==> config.mk <==
export PLATFORM = sky130hd
export DESIGN_NAME = mem_request_sequencer
export DESIGN_NICKNAME = d
export VERILOG_FILES = /design/src/rtl/mem_request_sequencer.sv
export SDC_FILE = /design/constraint.sdc
export NUM_CORES = 1
export LEC_CHECK = 0
export ABC_CLOCK_PERIOD_IN_PS = 2500
export CORE_AREA = 2 2 140 74
export CTS_BUF_LIST = sky130_fd_sc_hd__clkbuf_16
export DETAILED_ROUTE_END_ITERATION = 8
export DIE_AREA = 0 0 142 76
export PLACE_DENSITY = 0.85
export SYNTH_ARGS = -nofsm -noshare
export SYNTH_HDL_FRONTEND = slang
export SYNTH_SLANG_ARGS = --single-unit
==> constraint.sdc <==
create_clock -name CLK -period 2.5 [get_ports CLK]
set_input_delay 0.5 -clock CLK [delete_from_list [all_inputs] [get_ports CLK]]
set_output_delay 0.5 -clock CLK [all_outputs]
set_load 0.05 [all_outputs]
==> src/rtl/mem_request_sequencer.sv <==
// mem_request_sequencer
//   MEM-stage front end of the memory-access controller. Takes one load request
//   at a time from EX/MEM, holds ENABLE/CTRL/ADDRESS stable to the controller
//   until its HANDSHAKE, then hands the read word to MEM/WB with valid/ready.
//   STALL freezes the upstream stages for the whole transaction, and the
//   RECOVER state guarantees an ENABLE-low gap with HANDSHAKE seen low before
//   the next request is issued.
//
// Optional build macro:
//   MEM_TIMEOUT_EN - adds a WAIT watchdog (TIMEOUT_CYCLES, 10-bit) and an ABORT
//                    state that returns a zero word and sets a sticky ERROR.
//                    Without it WAIT waits indefinitely and ERROR is tied 0.
//
// Ports:
//   CLK, RESET            clock, async active-low reset
//   REQ_VALID/REQ_READY   request handshake from EX/MEM
//   REQ_CTRL, REQ_ADDR    request control (bit0 ROM select, [2:1] mode) / index
//   FLUSH                 pipeline flush, discards the in-flight result
//   MA_ENABLE/CTRL/ADDRESS  to memory-access controller
//   MA_READ, MA_HANDSHAKE   from memory-access controller
//   RSP_VALID/RSP_DATA/RSP_READY  response handshake to MEM/WB
//   STALL                 upstream freeze
//   ERROR                 sticky watchdog flag
//
// state    | meaning
// ---------+----------------------------------------------------------
// IDLE     | ready for a request
// ISSUE    | first ENABLE cycle; a HANDSHAKE here is stale and ignored
// WAIT     | ENABLE held until HANDSHAKE
// RESP     | result presented to MEM/WB
// RECOVER  | ENABLE low until HANDSHAKE drops (at least one cycle)
// ABORT    | watchdog expired, zero response with ERROR (macro only)

module mem_request_sequencer #(
  parameter int DATA_W         = 48,
  parameter int ADDR_W         = 48,
  parameter int TIMEOUT_CYCLES = 1023
) (
  input  logic              CLK,
  input  logic              RESET,
  input  logic              REQ_VALID,
  output logic              REQ_READY,
  input  logic [2:0]        REQ_CTRL,
  input  logic [ADDR_W-1:0] REQ_ADDR,
  input  logic              FLUSH,
  output logic              MA_ENABLE,
  output logic [2:0]        MA_CTRL,
  output logic [ADDR_W-1:0] MA_ADDRESS,
  input  logic [DATA_W-1:0] MA_READ,
  input  logic              MA_HANDSHAKE,
  output logic              RSP_VALID,
  output logic [DATA_W-1:0] RSP_DATA,
  input  logic              RSP_READY,
  output logic              STALL,
  output logic              ERROR
);

`ifdef MEM_TIMEOUT_EN
  typedef enum logic [2:0] {
    S_IDLE, S_ISSUE, S_WAIT, S_RESP, S_RECOVER, S_ABORT
  } state_t;
  // Down-counter loaded on WAIT entry; terminal count 0 marks the last WAIT cycle.
  localparam logic [9:0] WD_LOAD = 10'(TIMEOUT_CYCLES - 1);
  logic [9:0] wd_q, wd_d;
  logic       error_q, error_d;
`else
  typedef enum logic [2:0] {
    S_IDLE, S_ISSUE, S_WAIT, S_RESP, S_RECOVER
  } state_t;
`endif

  state_t              state_q, state_d;
  logic [2:0]          ctrl_q, ctrl_d;
  logic [ADDR_W-1:0]   addr_q, addr_d;
  logic [DATA_W-1:0]   data_q, data_d;
  logic                discard_q, discard_d;

  always_ff @(posedge CLK or negedge RESET) begin
    if (!RESET) begin
      state_q   <= S_IDLE;
      ctrl_q    <= '0;
      addr_q    <= '0;
      data_q    <= '0;
      discard_q <= 1'b0;
`ifdef MEM_TIMEOUT_EN
      wd_q      <= '0;
      error_q   <= 1'b0;
`endif
    end else begin
      state_q   <= state_d;
      ctrl_q    <= ctrl_d;
      addr_q    <= addr_d;
      data_q    <= data_d;
      discard_q <= discard_d;
`ifdef MEM_TIMEOUT_EN
      wd_q      <= wd_d;
      error_q   <= error_d;
`endif
    end
  end

  always_comb begin
    state_d   = state_q;
    ctrl_d    = ctrl_q;
    addr_d    = addr_q;
    data_d    = data_q;
    discard_d = discard_q;
`ifdef MEM_TIMEOUT_EN
    wd_d      = wd_q;
    error_d   = error_q;
`endif
    case (state_q)
      S_IDLE: begin
        if (REQ_VALID) begin
          ctrl_d    = REQ_CTRL;
          addr_d    = REQ_ADDR;
          discard_d = 1'b0;
          state_d   = S_ISSUE;
        end
      end
      S_ISSUE: begin
        if (FLUSH) discard_d = 1'b1;
        state_d = S_WAIT;
`ifdef MEM_TIMEOUT_EN
        wd_d = WD_LOAD;
`endif
      end
      S_WAIT: begin
        if (FLUSH) discard_d = 1'b1;
        if (MA_HANDSHAKE) begin
          data_d = MA_READ;
          // A flush arriving together with the handshake still discards.
          state_d = (discard_q || FLUSH) ? S_RECOVER : S_RESP;
        end
`ifdef MEM_TIMEOUT_EN
        else if (wd_q == '0) begin
          data_d  = '0;
          error_d = 1'b1;
          state_d = S_ABORT;
        end else begin
          wd_d = wd_q - 10'd1;
        end
`endif
      end
      S_RESP: begin
        if (FLUSH || RSP_READY) state_d = S_RECOVER;
      end
      S_RECOVER: begin
        if (!MA_HANDSHAKE) state_d = S_IDLE;
      end
`ifdef MEM_TIMEOUT_EN
      S_ABORT: begin
        if (FLUSH || RSP_READY) state_d = S_RECOVER;
      end
`endif
      default: state_d = S_IDLE;
    endcase
  end

  // Outputs decode straight from the state register so reset drops ENABLE at once.
  assign REQ_READY  = (state_q == S_IDLE);
  assign MA_ENABLE  = (state_q == S_ISSUE) || (state_q == S_WAIT);
  assign MA_CTRL    = ctrl_q;
  assign MA_ADDRESS = addr_q;
  assign RSP_DATA   = data_q;
  assign STALL      = (state_q != S_IDLE) || REQ_VALID;

`ifdef MEM_TIMEOUT_EN
  assign RSP_VALID = (state_q == S_RESP) || (state_q == S_ABORT);
  assign ERROR     = error_q;
`else
  assign RSP_VALID = (state_q == S_RESP);
  assign ERROR     = 1'b0;
`endif

endmodule
# Yosys cells after proc, flatten, opt, wreduce, memory -nomap -nowiden
# Index checks and enable logic that the tools add are counted.
[totals] inputBits=105 elab_cells=35 ff_bits=103 output_inout_bits=104
[op_classes] n_eq_ne=9 mux=9 reduce_logical=12
[ops] operator="2-to-1 mux 3 bit" count=5
[ops] operator="case mux 3 bit (5 select lines)" count=1
[ops] operator="equality test 3 x 2 -> 1 bit, second input constant" count=2
[ops] operator="inequality test 2 bit, second input constant" count=3
[ops] operator="logical OR 1 bit" count=4
[ops] operator="inequality test 2 x 1 -> 1 bit, second input constant" count=2
[ops] operator="AND reduction 2 bit" count=2
[ops] operator="AND reduction 4 bit" count=1
[ops] operator="equality test 3 x 1 -> 1 bit, second input constant" count=1
[ops] operator="equality test 3 bit, second input constant" count=1
[ops] operator="logical NOT 3 bit" count=1
[ops] operator="AND reduction 3 bit" count=1
[ops] operator="nonzero test 3 bit" count=1
[ops] operator="2-to-1 mux 1 bit" count=2
[ops] operator="case mux 1 bit (2 select lines)" count=1
[ops] operator="nonzero test 2 bit" count=1
[ops] operator="OR reduction 2 bit" count=1

# Depth between registers and ports, before layout
[logic_depth] depth_word=4 mapped_depth=6 ltp_nobuf=3

# Worst setup path after synthesis
# No wires, ideal clock.
[synth_path] path_type="reg2out" start="reg state_q[0]" end="out RSP_VALID" required_time_ns=2.000 path_stages_with_launch=3 path_buffers=1 path_slack_ns=0.113 t_arrival_ns=1.887 cell_sequence="dfrtp_1 clkbuf_1 nor3b_1"
[synth_via] elab_chain_cells=1
[synth_lines] element="from (decl)" line_no="72" source="state_t state_q, state_d;"
[synth_lines] element="from (signal assigned)" line_no="90" source="state_q <= state_d;"
[synth_lines] element="equality test 3 x 2 -> 1 bit" line_no="172" source="assign RSP_VALID = (state_q == S_RESP);"
[synth_lines] element="to (decl)" line_no="51" source="output logic RSP_VALID,"
# Every way passes these cells.

# Final worst setup path
[layout_path] start="reg state_q[0]" end="out STALL"
[layout_via] elab_chain_cells=2
[layout_lines] element="nonzero test 3 bit" line_no="166" source="assign STALL = (state_q != S_IDLE) || REQ_VALID;"
[layout_lines] element="logical OR 1 bit" line_no="166"
[layout_lines] element="to (decl)" line_no="54" source="output logic STALL,"
# Every way passes these cells.

==> metrics.yaml <==
synth_warnings: 0
htree_levels: 3
synth.ff_latch_count: 103
postCtsSetupBuffers: 0
critPathLaunchType: "flop"
rsz0062_at_grt: "false"
relSlewSlack_pct: 63.93
die_y_um: 76
crit_required_ns: 2.00
nets: 558
drv_cap: 0
grt_pass1_vias: 2914
grt_first_pass_wirelength_um: 15150
fp.coreArea_um2: 9727
grt_max_degree: 52
num_io_pins: 209
drive_gt1_share_pct: 22.81
place.gp.congestion: 0.7116
synth_fp_nets: 349
layout_common_cells: "202 x clkdlybuf4s50_1, 103 x dfrtp_1, 76 x mux2_2"
die_width_um: 142
die_area_um2: 10790
drt_pass1_iterations: 4
yosysSeqAreaShare_pct: 64.29
synthCells: 244
fin_area_um2: 6496
area_growth_syn_to_layout_pct: 62.05
finalCriticalPeriod_ns: 2.051
wire_per_inst_um: 16.39
cts_root_buffer: "clkbuf_16"
cts_tree: "built"
ant_nets: 0
skew_ns: 0.006485
dpl-instance-area_um2: 6195
fin_util_pct: 66.79
grt.overflow.total: 0
path_class: "flop to output port"
numCtsBuffers: 9
cp.arrival_ns: 1.55
antenna_found_initial: 0
insertion_delay_ns: 0.33
diodes: 0
max_freq_mhz: 487.6
hold_buffers: 0
vias: 2775
end_kind: "output port"
wirelength_um: 9539
finalSetupTns_ns: 0
portBuffers: 207
drt_iter0_drc: 57
clk_pin_slew_ns: 0.07
crit_fanout: 13
clk_path_buf_depth: 2
rows: 26
cts_num_sinks: 103
status: "finished clean"
hold_viol: 0
track_usage_pct: 17.99
hpwl_um: 7102
setup_viol: 0
finalCritPeriodShare_pct: 82.03
ys_types: 28
vias_per_cell: 4.768
syn_area_per_cell_um2: 16.43
hp-class: "input pin to asynchronous set/reset pin"
ctsResizeCount: 0
tightest_slew_ns: 0.5394
synthesis.area_um2: 4009
drc: 0
whs_ns: 0.04122
final-max-slew-violation-count: 0
final_common_cell: "clkdlybuf4s50_1"
initial_core_util_pct: 41.21
## per-stage QoR
stage	std cells	setup slack, ns
finish	582	0.4493
global route	582	0.3782
CTS	582	0.4481
detailed placement	568	0.3368
global placement	568	0.3857
floorplan	244	0.1127
## state kept, by name (all words and copies together) (netlist names)
| signal | cells |
|---|---|
| MA_ADDRESS | 48 |
| RSP_DATA | 48 |
| MA_CTRL | 3 |
| state_q | 3 |
| discard_q | 1 |
## synth_stat cells
cell type | number | area [um2]
conb_1 | 1 | 3.750
nor3b_1 | 2 | 15.01
o41ai_1 | 1 | 8.760
inv_2 | 1 | 3.750
a21oi_1 | 3 | 15.01
nand2_1 | 1 | 3.750
a211oi_1 | 1 | 7.510
nor3_2 | 1 | 10.01
nor2b_1 | 1 | 6.260
a211o_1 | 1 | 8.760
nor4b_1 | 2 | 17.52
nand4b_1 | 1 | 8.760
mux2_1 | 23 | 259.0
buf_2 | 3 | 15.01
dfrtp_1 | 103 | 2577
a22o_1 | 1 | 8.760
buf_4 | 3 | 22.52
nor2_1 | 3 | 11.26
mux2_2 | 76 | 855.8
and2_1 | 1 | 6.260
clkbuf_1 | 1 | 3.750
o221a_2 | 1 | 11.26
xnor2_1 | 1 | 8.760
inv_1 | 1 | 3.750
nor4_4 | 1 | 21.27
o21ai_0 | 2 | 10.01
nand2b_1 | 1 | 6.260
buf_6 | 7 | 78.83
## critical path, cell delays in order, from the launching register on
cell	delay [ns]
dfrtp_1	0.55
nor3_2	0.36
nand2b_1	0.15
buf_12	0.17
## final timing paths
kind                         startpoint             end  slack (ns)  cells past startpoint
setup / recovery             state_q[0]           STALL        0.45                      3
hold / removal                    RESET  MA_ADDRESS[22]        0.04                      1
setup reg to reg             state_q[0]      MA_CTRL[1]        0.50                      4
hold reg to reg            RSP_DATA[34]    RSP_DATA[34]        0.49                      1
max in group asynchronous         RESET  MA_ADDRESS[13]        1.73                      2
min in group CLK           RSP_DATA[34]    RSP_DATA[34]        0.49                      1
## per-layer routing
metal  wire, um  global-route usage (%)
met1       4225                   23.53
met2       4377                   27.87
met3        890                   8.297
met4         46                   3.400
met5          0                       0
## kinds of logic after synthesis
logic type                after synthesis  share of synthesized area, %
DFF                                   103                         64.29
muxes                                  99                         27.81
buffers and inverters                  16                         3.183
and+or+nand+nor                        14                         2.653
AOI/OAI and AO/OA                      10                         1.748
xor gates and xnor gates                1                        0.2185
other                                   1                       0.09354
## final cells by class
cell class              count  area, um2
repair buffers            212       2147
fillers                   677       3231
inverters                   2      7.507
well taps                 126      157.7
multi-input cells         125       1305
flip-flops and latches    103       2577
clock buffers               9      225.2
clock inverters             5      76.32
Power is left out: the tool's default activity adds up to more than one toggle a clock period on the data nets, which glitch-free logic cannot reach.
